[src/rtl/host_feeder.sv]
// Host-side feeder for the AES core: buffers {type, data} words and replays them as atomic 4-word bursts.
// Optional per-type block counters are compiled in with `define HOST_FEEDER_STATS_EN.
module host_feeder #(
  parameter int DEPTH      = 16,
  parameter int GAP_CYCLES = 2
) (
  input  logic        clk,
  input  logic        rst,
  input  logic        host_valid,
  output logic        host_ready,
  input  logic [1:0]  host_type,
  input  logic [31:0] host_data,
  output logic        data_in_valid,
  output logic [1:0]  data_in_type,
  output logic [31:0] data_in,
  input  logic        crypto_ready,
  output logic        type_err
`ifdef HOST_FEEDER_STATS_EN
  ,
  output logic [15:0] key_blocks,
  output logic [15:0] data_blocks
`endif
);

  localparam int AW = $clog2(DEPTH);
  localparam int CW = AW + 1;
  localparam int GW = $clog2(GAP_CYCLES + 2);
  localparam logic [1:0] TYPE_DATA = 2'b00;
  localparam logic [1:0] TYPE_KEY  = 2'b01;

  typedef enum logic [1:0] {
    S_IDLE  = 2'b00,
    S_BURST = 2'b01,
    S_GAP   = 2'b10
  } state_t;

  logic [33:0]   r_mem [DEPTH];
  logic [AW-1:0] r_wr_ptr;
  logic [AW-1:0] r_rd_ptr;
  logic [CW-1:0] r_count;
  state_t        r_state;
  state_t        w_state_nxt;
  logic [2:0]    r_beat;
  logic [GW-1:0] r_gap;
  logic [1:0]    r_w0_type;
  logic          r_valid;
  logic [1:0]    r_type_out;
  logic [31:0]   r_data;
  logic          r_type_err;

  logic          w_wr;
  logic          w_pop;
  logic          w_go;
  logic          w_last;
  logic          w_word_err;
  logic [1:0]    w_head_type;
  logic [31:0]   w_head_data;

  assign w_head_type = r_mem[r_rd_ptr][33:32];
  assign w_head_data = r_mem[r_rd_ptr][31:0];
  assign host_ready  = !rst && (r_count < CW'(DEPTH));
  assign w_wr        = host_valid && host_ready;
  // Reserved types are always an error; words 1..3 must also match word 0.
  assign w_word_err  = w_head_type[1] || ((r_state == S_BURST) && (w_head_type != r_w0_type));

  // Burst sequencing: a reserved head type is gated like data since it is emitted as data.
  // The IDLE decision cycle is itself the last idle cycle, so GAP holds GAP_CYCLES-1 cycles.
  always_comb begin
    w_state_nxt = r_state;
    w_go        = 1'b0;
    w_pop       = 1'b0;
    w_last      = 1'b0;
    case (r_state)
      S_IDLE: begin
        if ((r_count >= CW'(4)) && ((w_head_type == TYPE_KEY) || crypto_ready)) begin
          w_go        = 1'b1;
          w_pop       = 1'b1;
          w_state_nxt = S_BURST;
        end else begin
          w_state_nxt = S_IDLE;
        end
      end
      S_BURST: begin
        if (r_beat != 3'd4) begin
          w_pop       = 1'b1;
          w_state_nxt = S_BURST;
        end else begin
          w_last      = 1'b1;
          w_state_nxt = (GAP_CYCLES > 1) ? S_GAP : S_IDLE;
        end
      end
      S_GAP: begin
        if (r_gap == GW'(GAP_CYCLES - 2)) begin
          w_state_nxt = S_IDLE;
        end else begin
          w_state_nxt = S_GAP;
        end
      end
      default: begin
        w_state_nxt = S_IDLE;
      end
    endcase
  end

  // FSM state register.
  always_ff @(posedge clk) begin
    if (rst) begin
      r_state <= S_IDLE;
    end else begin
      r_state <= w_state_nxt;
    end
  end

  // FIFO storage; contents need no reset because the pointers are cleared.
  always_ff @(posedge clk) begin
    if (w_wr) begin
      r_mem[r_wr_ptr] <= {host_type, host_data};
    end
  end

  // FIFO pointers and occupancy.
  always_ff @(posedge clk) begin
    if (rst) begin
      r_wr_ptr <= '0;
      r_rd_ptr <= '0;
      r_count  <= '0;
    end else begin
      if (w_wr) begin
        r_wr_ptr <= r_wr_ptr + AW'(1);
      end
      if (w_pop) begin
        r_rd_ptr <= r_rd_ptr + AW'(1);
      end
      case ({w_wr, w_pop})
        2'b10:   r_count <= r_count + CW'(1);
        2'b01:   r_count <= r_count - CW'(1);
        default: r_count <= r_count;
      endcase
    end
  end

  // Registered stream-in outputs, burst/gap counters and sticky type error.
  always_ff @(posedge clk) begin
    if (rst) begin
      r_valid    <= 1'b0;
      r_data     <= 32'd0;
      r_type_out <= TYPE_DATA;
      r_w0_type  <= TYPE_DATA;
      r_type_err <= 1'b0;
      r_beat     <= 3'd0;
      r_gap      <= '0;
    end else begin
      if (w_pop) begin
        r_valid <= 1'b1;
        r_data  <= w_head_data;
        if (w_word_err) begin
          r_type_err <= 1'b1;
        end
      end else begin
        r_valid <= 1'b0;
        r_data  <= 32'd0;
      end
      if (w_go) begin
        r_w0_type  <= w_head_type;
        r_type_out <= w_head_type[1] ? TYPE_DATA : w_head_type;
        r_beat     <= 3'd1;
      end else if (w_pop) begin
        r_beat     <= r_beat + 3'd1;
      end else begin
        r_type_out <= TYPE_DATA;
      end
      if (w_last) begin
        r_gap <= '0;
      end else if (r_state == S_GAP) begin
        r_gap <= r_gap + GW'(1);
      end
    end
  end

  assign data_in_valid = r_valid;
  assign data_in_type  = r_type_out;
  assign data_in       = r_data;
  assign type_err      = r_type_err;

`ifdef HOST_FEEDER_STATS_EN
  logic [15:0] r_key_blocks;
  logic [15:0] r_data_blocks;

  // Block counters advance on each burst's first word and wrap naturally.
  always_ff @(posedge clk) begin
    if (rst) begin
      r_key_blocks  <= 16'd0;
      r_data_blocks <= 16'd0;
    end else if (w_go) begin
      if (w_head_type == TYPE_KEY) begin
        r_key_blocks <= r_key_blocks + 16'd1;
      end else begin
        r_data_blocks <= r_data_blocks + 16'd1;
      end
    end
  end

  assign key_blocks  = r_key_blocks;
  assign data_blocks = r_data_blocks;
`endif

endmodule
[config.mk]
export PLATFORM = sky130hd
export DESIGN_NAME = host_feeder
export DESIGN_NICKNAME = d
export VERILOG_FILES = /design/src/rtl/host_feeder.sv
export SDC_FILE = /design/constraint.sdc
export NUM_CORES = 1
export LEC_CHECK = 0
export CELL_PAD_IN_SITES_DETAIL_PLACEMENT = 1
export CELL_PAD_IN_SITES_GLOBAL_PLACEMENT = 1
export CORE_MARGIN = 2
export CORE_UTILIZATION = 56
export CTS_BUF_LIST = sky130_fd_sc_hd__clkbuf_4
export DETAILED_ROUTE_END_ITERATION = 12
export GPL_ROUTABILITY_DRIVEN = 0
export PLACE_DENSITY_LB_ADDON = 0.2
export SETUP_SLACK_MARGIN = 0.02
export SLEW_MARGIN = 15
export SYNTH_ARGS = -nofsm -noshare
export SYNTH_HDL_FRONTEND = slang
export SYNTH_SLANG_ARGS = --single-unit
export TNS_END_PERCENT = 20
[constraint.sdc]
create_clock -name clk -period 5.8 [get_ports clk]
set_input_delay 1.16 -clock clk [delete_from_list [all_inputs] [get_ports clk]]
set_output_delay 1.16 -clock clk [all_outputs]
set_load 0.005 [all_outputs]
==> parameters.txt, run 1 <==
Parameter                              Value

Status
  Result of the run ... finished, final reports clean

Setup path
  Number of buffer and inverter stages on the critical path ... 0
  Signal arrival time at the worst endpoint ... ~5000 ps
  Chain of cells forming the critical path ... mux4_2 -> a22oi_1 -> a21oi_1 -> o21ai_1 -> nand2_1 -> ha_1 -> xor2_1 -> ha_1 -> nand3_1 -> nor3_1 -> a41oi_2 -> a21oi_1 -> mux2_1
  Setup crit start kind ... flip-flop
  Data required time of the worst path ... roughly 6500 ps
  Critical path's largest stage delay ... between 600 and 700 ps
  Peak fanout along the critical path ... 27
  Element type at the critical path end ... flip-flop
  CP top delay family ... compound AO/OA/AOI/OAI gates
  Slowest library cell on the worst path ... dfxtp_4
  Critical path class ... reg -> reg

Detailed routing
  Count of vias placed by the detailed router ... between 10000 and 15000
  Detailed-route wire length per cell ... around 26 µm
  Violation count after the first detailed-route iteration ... between 700 and 800
  Residual DRC ... 0
  Wire length reported by the detailed router ... 49100 µm
  Via density per instance ... approximately 6
  Antenna-violating nets left ... 0
  Total iterations of the first detailed-routing run ... 6

Timing
  Unrepaired setup endpoints after global routing ... false
  Period utilisation layout ... 0.740
  Final min period ... around 4300 ps
  Setup-failing EPs final ... 0
  Final Max Slew Viols ... 0
  Actual slew at the worst max-slew pin ... ~1100 ps
  Slew margin rel. ... 0.295
  Hold violation count in the final report ... 0
  Upper clock frequency limit ... around 0.23 GHz
  Final total negative setup slack ... 0 ps
  Clock skew ... between 60 and 70 ps

Floorplanning
  Starting density of the core ... 0.570
  Core Region ... approximately 40000 µm²
  Height of the die ... 205 µm
  Die Wd ... roughly 200 µm
  IO Pins ... 75
  Standard-cell row count ... 73
  Die footprint ... between 40000 and 50000 µm²

GRT
  Number of antenna violations at the first check in global routing ... 2
  Number of global-route vias before repair ... approximately 12000
  Overall Global Routing Usage ... 0.247
  Aggregate global routing overflow ... 0
  Global-route wire length before repair ... between 70000 and 80000 µm
  Pin count of the biggest net entering global routing ... about 70

Synthesis
  Number of library cell types mapped by synthesis ... 45
  Number of synthesized register bits ... approximately 610
  Prevailing post-synth register cell ... edfxtp_1
  Share of synthesized area spent on multiplexers ... 0.169
  Post-Synth XOR/XNOR Area ... 0.00501
  Proportion of synthesized chip area in sequential cells ... 0.772
  Combinational family with the most area after synthesis ... multiplexers
  Syn Inst Count ... between 1000 and 1500
  Cell area after synthesis ... ~23000 µm²
  Number of warnings issued by yosys ... 0
  Share of synthesized cell area in full adder, half adder and majority cells ... 0.00550
  Share of synthesized cell area in and, or, nand and nor gates ... 0.0259
  Async set-reset flop share out of synthesis ... 0
  Number of nets produced by synthesis ... ~1100
  Mean post-synth cell area ... between 20 and 25 µm²
  Compound-cell area share of the yosys netlist ... 0.0110
  Number of flops mapped to enable cells by yosys ... between 500 and 600

CTS
  Quantity of hold-fixing buffers added after cts ... 0
  Buffers inserted during post-CTS setup optimization ... 0
  CTS max path bufs ... 3
  Clock tree from TritonCTS ... yes
  Root Driver ... clkbuf_4
  Sink count of the clock tree ... slightly above 600
  Number of H-tree branching levels ... 4
  Count of instances resized after the clock tree is built ... 0
  Clock edge transition at the registers on the reported setup and hold paths ... approximately 70 ps
  CTS Buf Count ... between 100 and 150
  Clk_lat worst skew ... 870 ps

Cells and area
  Layout filler cell count ... ~3300
  Final non-filler cell area ... approximately 26000 µm²
  Share of final-layout standard cells stronger than drive strength 1 ... 0.339
  Most frequent standard cell in the layout excluding fill and tap cells ... edfxtp_1
  Layout overhead on the synthesized area ... 15.1%
  Most frequent cells in the layout ... edfxtp_1, clkbuf_4, mux4_2
  Post-layout net count ... between 1000 and 1500

Placed design
  DP Area ... ~24000 µm²
  Placed wire-length estimate ... approximately 28000 µm
  Count of buffers inserted at the top-level ports ... 73

Power and ir drop
  Leakage power figure ... ~8.3 nW
  Pwr per Cell Area ... 361 nW/µm²
  Worst vdd rail ir drop ... 196 µV

Flow run
  Max cap viols ... 0

Min path
  Hold Crit Class ... reg -> reg
-- synthesized netlist by cell type (all sizes together), types with 2 or more instances --
library cell / count / area (µm²)
nor2b: 6 / 37.5
mux2: 2 / 22.5
dfxtp: 61 / 1220
nor2: 40 / 150
mux2i: 5 / 50.1
o21bai: 3 / 22.5
inv: 11 / 41.3
nand2b: 6 / 37.5
nor3: 7 / 35.0
and2: 34 / 213
a21oi: 16 / 83.8
o21ai: 6 / 30.0
mux4: 167 / 3770
nand3: 5 / 25.0
edfxtp: 544 / 16300
a221oi: 2 / 17.5
xnor2: 7 / 61.3
clkbuf: 32 / 123
nand2: 15 / 56.3
a22oi: 3 / 22.5
buf: 18 / 90.1
xor2: 6 / 52.6
ha: 10 / 125
-- routing by layer --
metal / up-vias / GRT usage / wire [µm]
met5: - / 0 / 0
li1: 4714 / - / -
met4: 0 / 0.107 / 1340
met3: 103 / 0.0621 / 3330
met1: 5720 / 0.329 / 19800
met2: 461 / 0.392 / 24700
-- cell families after synthesis --
family          count (synthesis)
xor+xnor                       13
flops                         605
buf+inv                        61
other cells                     1
mux                           174
compound gates                 37
simple gates                  118
fa+ha+maj                      10
-- final timing paths --
check	from	to	slack [ps]	cells after the start
max reg2reg	flip-flop	r_count[4]$_SDFFE_PP0P_	1510	13
min reg2reg	type_err$_SDFFE_PP0P_	type_err$_SDFFE_PP0P_	450	2
max	flip-flop	r_count[4]$_SDFFE_PP0P_	1510	13
min	type_err$_SDFFE_PP0P_	type_err$_SDFFE_PP0P_	450	2
-- registers in the layout, indices dropped and copies added, names as in the netlist, named ones only --
register and cells:
r_mem 544, r_wr_ptr 4, r_gap 2, data_in_type 1, r_w0_type 2, r_count 5, r_beat 3, r_state 2
data_in 32, type_err 1, r_rd_ptr 4, data_in_valid 1
-- worst min-delay path, cell delays in order, from the launching register on --
cell and delay (ps):
dfxtp_1 310, inv_1 50, a21oi_1 50
-- stage by stage --
stage | setup WS [ps] | power (mW) | utilization | hold WS, ps | cells
after global routing | 1170 | 9.84 | 0.656 | 489 | 1869
after floorplan | 1070 | 5.59 | - | 442 | 1019
after global placement | 1580 | 5.99 | 0.607 | 442 | 1595
after detailed placement | 1480 | 6.02 | 0.607 | 441 | 1595
final | 1510 | 9.45 | 0.656 | 449 | 1869
after CTS | 1470 | 9.56 | 0.656 | 449 | 1867
-- power by group --
group | total, mW | internal [mW] | switching [mW]
sequential | 4.96 | 4.89 | 0.0672
combinational | 0.953 | 0.457 | 0.497
clock | 3.54 | 1.85 | 1.69
-- cell type report --
type / count / area, µm² / area share
timing repair buffer: 101 / 941 / 0.0359
multi-input combinational: 353 / 5040 / 0.193
sequential: 605 / 17600 / 0.671
inverter: 11 / 41.3 / 0.00158
tap: 525 / 657 / 0.0251
clock buffer: 223 / 1670 / 0.0640
clock inverter: 49 / 251 / 0.00961
antenna: 2 / 5.00 / 0.000191
(Power assumes the default switching activity.)
==> run 2, diff against run 1 <==
clock period = 4.3 ns   (was 5.8 ns; I/O delays follow)
==> parameters.txt, run 2 (same netlist as run 1, synthesis figures left out) <==
Parameter                              Value

Status
  Result of the run ... finished, final reports clean

Power and ir drop
  Pwr per Cell Area ... between 400 and 500 nW/µm²
  Leakage power figure ... around 8.5 nW
  Worst vdd rail ir drop ... roughly 310 µV

Floorplanning
  Starting density of the core ... 0.570
  Core Region ... ~40000 µm²
  Standard-cell row count ... 73
  IO Pins ... 75
  Height of the die ... 205 µm
  Die footprint ... between 40000 and 50000 µm²
  Die Wd ... ~210 µm

Detailed routing
  Residual DRC ... 0
  Via density per instance ... just under 6
  Count of vias placed by the detailed router ... around 11000
  Total iterations of the first detailed-routing run ... 5
  Antenna-violating nets left ... 0
  Detailed-route wire length per cell ... ~27 µm
  Violation count after the first detailed-route iteration ... a little over 900
  Wire length reported by the detailed router ... just over 50000 µm

GRT
  Number of global-route vias before repair ... approximately 12000
  Number of antenna violations at the first check in global routing ... 3
  Overall Global Routing Usage ... 0.257
  Aggregate global routing overflow ... 0
  Global-route wire length before repair ... between 70000 and 80000 µm
  Pin count of the biggest net entering global routing ... between 70 and 80

Min path
  Worst hold start ... type_err$_SDFFE_PP0P_
  Hold Crit Endpoint ... type_err$_SDFFE_PP0P_
  Cells on Worst Hold Path ... 2
  Hold Crit Class ... reg -> reg

Timing
  Final min period ... approximately 4000 ps
  Unrepaired setup endpoints after global routing ... false
  Upper clock frequency limit ... 0.251 GHz
  Hold violation count in the final report ... 0
  Final Max Slew Viols ... 0
  Final total negative setup slack ... 0 ps
  Final-layout worst hold slack ... about 450 ps
  Slew margin rel. ... 0.293
  Setup-failing EPs final ... 0
  Period utilisation layout ... 0.928
  Actual slew at the worst max-slew pin ... approximately 1100 ps
  Clock skew ... around 45 ps

Cells and area
  Share of final-layout standard cells stronger than drive strength 1 ... 0.350
  Layout filler cell count ... 3230
  Max FFs per register ... approximately 540
  Most frequent standard cell in the layout excluding fill and tap cells ... edfxtp_1
  Layout overhead on the synthesized area ... 16.5%
  Most frequent cells in the layout ... edfxtp_1, clkbuf_4, mux4_2
  Final non-filler cell total ... roughly 1900
  Largest register by flop count ... r_mem
  Share of the core filled with cells in the final layout ... 0.663
  Final non-filler cell area ... approximately 26000 µm²
  Post-layout net count ... around 1300

Setup path
  Data required time of the worst path ... ~5000 ps
  CP top delay family ... multiplexers
  Chain of cells forming the critical path ... mux4_1 -> mux4_2 -> a21oi_1 -> o21ai_1 -> nand2_1 -> ha_1 -> xor2_1 -> ha_1 -> nand3_1 -> nor3_1 -> a41oi_2 -> a21oi_1 -> mux2_1
  Setup crit start kind ... flip-flop
  Element type at the critical path end ... flip-flop
  Critical path class ... reg -> reg
  Depth of the worst register-to-register path ... 13
  Endpoint of the lowest-slack register-to-register path ... r_count[4]$_SDFFE_PP0P_
  Critical path's largest stage delay ... 580 ps
  Peak fanout along the critical path ... 15
  Number of buffer and inverter stages on the critical path ... 0
  R2r setup slk ... just over 300 ps
  Signal arrival time at the worst endpoint ... 4700 ps
  Slowest library cell on the worst path ... mux4_1

CTS
  Quantity of hold-fixing buffers added after cts ... 0
  Clock tree from TritonCTS ... yes
  Sink count of the clock tree ... 605
  Number of H-tree branching levels ... 4
  CTS Buf Count ... 151
  Count of instances resized after the clock tree is built ... 0
  Buffers inserted during post-CTS setup optimization ... 0
  CTS max path bufs ... 3
  Clk_lat worst skew ... about 840 ps
  Root Driver ... clkbuf_4
  Clock edge transition at the registers on the reported setup and hold paths ... ~80 ps

Placed design
  DP Area ... 24400 µm²
  Number of placed instances, taps included ... ~1600
  Count of buffers inserted at the top-level ports ... 73
  Placed wire-length estimate ... around 26000 µm

Flow run
  Max cap viols ... 0
-- run 2: per-stage QoR --
stage	worst slack (ps)	total power [mW]
after floorplan	-92.7	7.54
after global placement	531	8.12
after detailed placement	420	8.16
after CTS	360	13.3
after global routing	106	13.7
final	310	13.1
-- run 2: worst max-delay path by stage --
stage                                          to  cells after the start
after floorplan             r_mem[0][0]$_DFFE_PP_                      5
after global placement    r_count[4]$_SDFFE_PP0P_                     13
after detailed placement  r_count[4]$_SDFFE_PP0P_                     13
after global routing      r_count[4]$_SDFFE_PP0P_                     13
final                     r_count[4]$_SDFFE_PP0P_                     13
after CTS                 r_count[4]$_SDFFE_PP0P_                     13
-- run 2: worst register-to-register path: cells and delay by family (launching register included) --
family | cells | cell delay [ps]
and+or+nand+nor | 3 | 540
DFF | 1 | 510
adders and majority gates | 2 | 620
xor gates and xnor gates | 1 | 190
muxes | 3 | 1500
AOI/OAI and AO/OA | 4 | 510
-- run 2: report_power, final --
part	switching [mW]	internal, mW
logic	0.688	0.646
registers	0.0921	6.60
clock network	2.27	2.81
-- run 2: layout make-up --
type,count,area [µm²],area share
Timing Repair Buffer,109,1110,0.0421
Tap cell,525,657,0.0248
Multi-Input combinational cell,353,5050,0.191
Clock inverter,35,308,0.0116
Clock buffer,232,1740,0.0658
Sequential cell,605,17600,0.663
Antenna cell,2,5.00,0.000189
Inverter,11,41.3,0.00156
-- run 2: metal layers --
| metal | vias up | part of all wire | global-route usage |
|---|---|---|---|
| met5 | - | 0.00031 | 0 |
| met4 | 2 | 0.028 | 0.118 |
| met3 | 87 | 0.065 | 0.0548 |
| met2 | 443 | 0.51 | 0.420 |
| met1 | 5785 | 0.39 | 0.335 |
| li1 | 4731 | - | - |
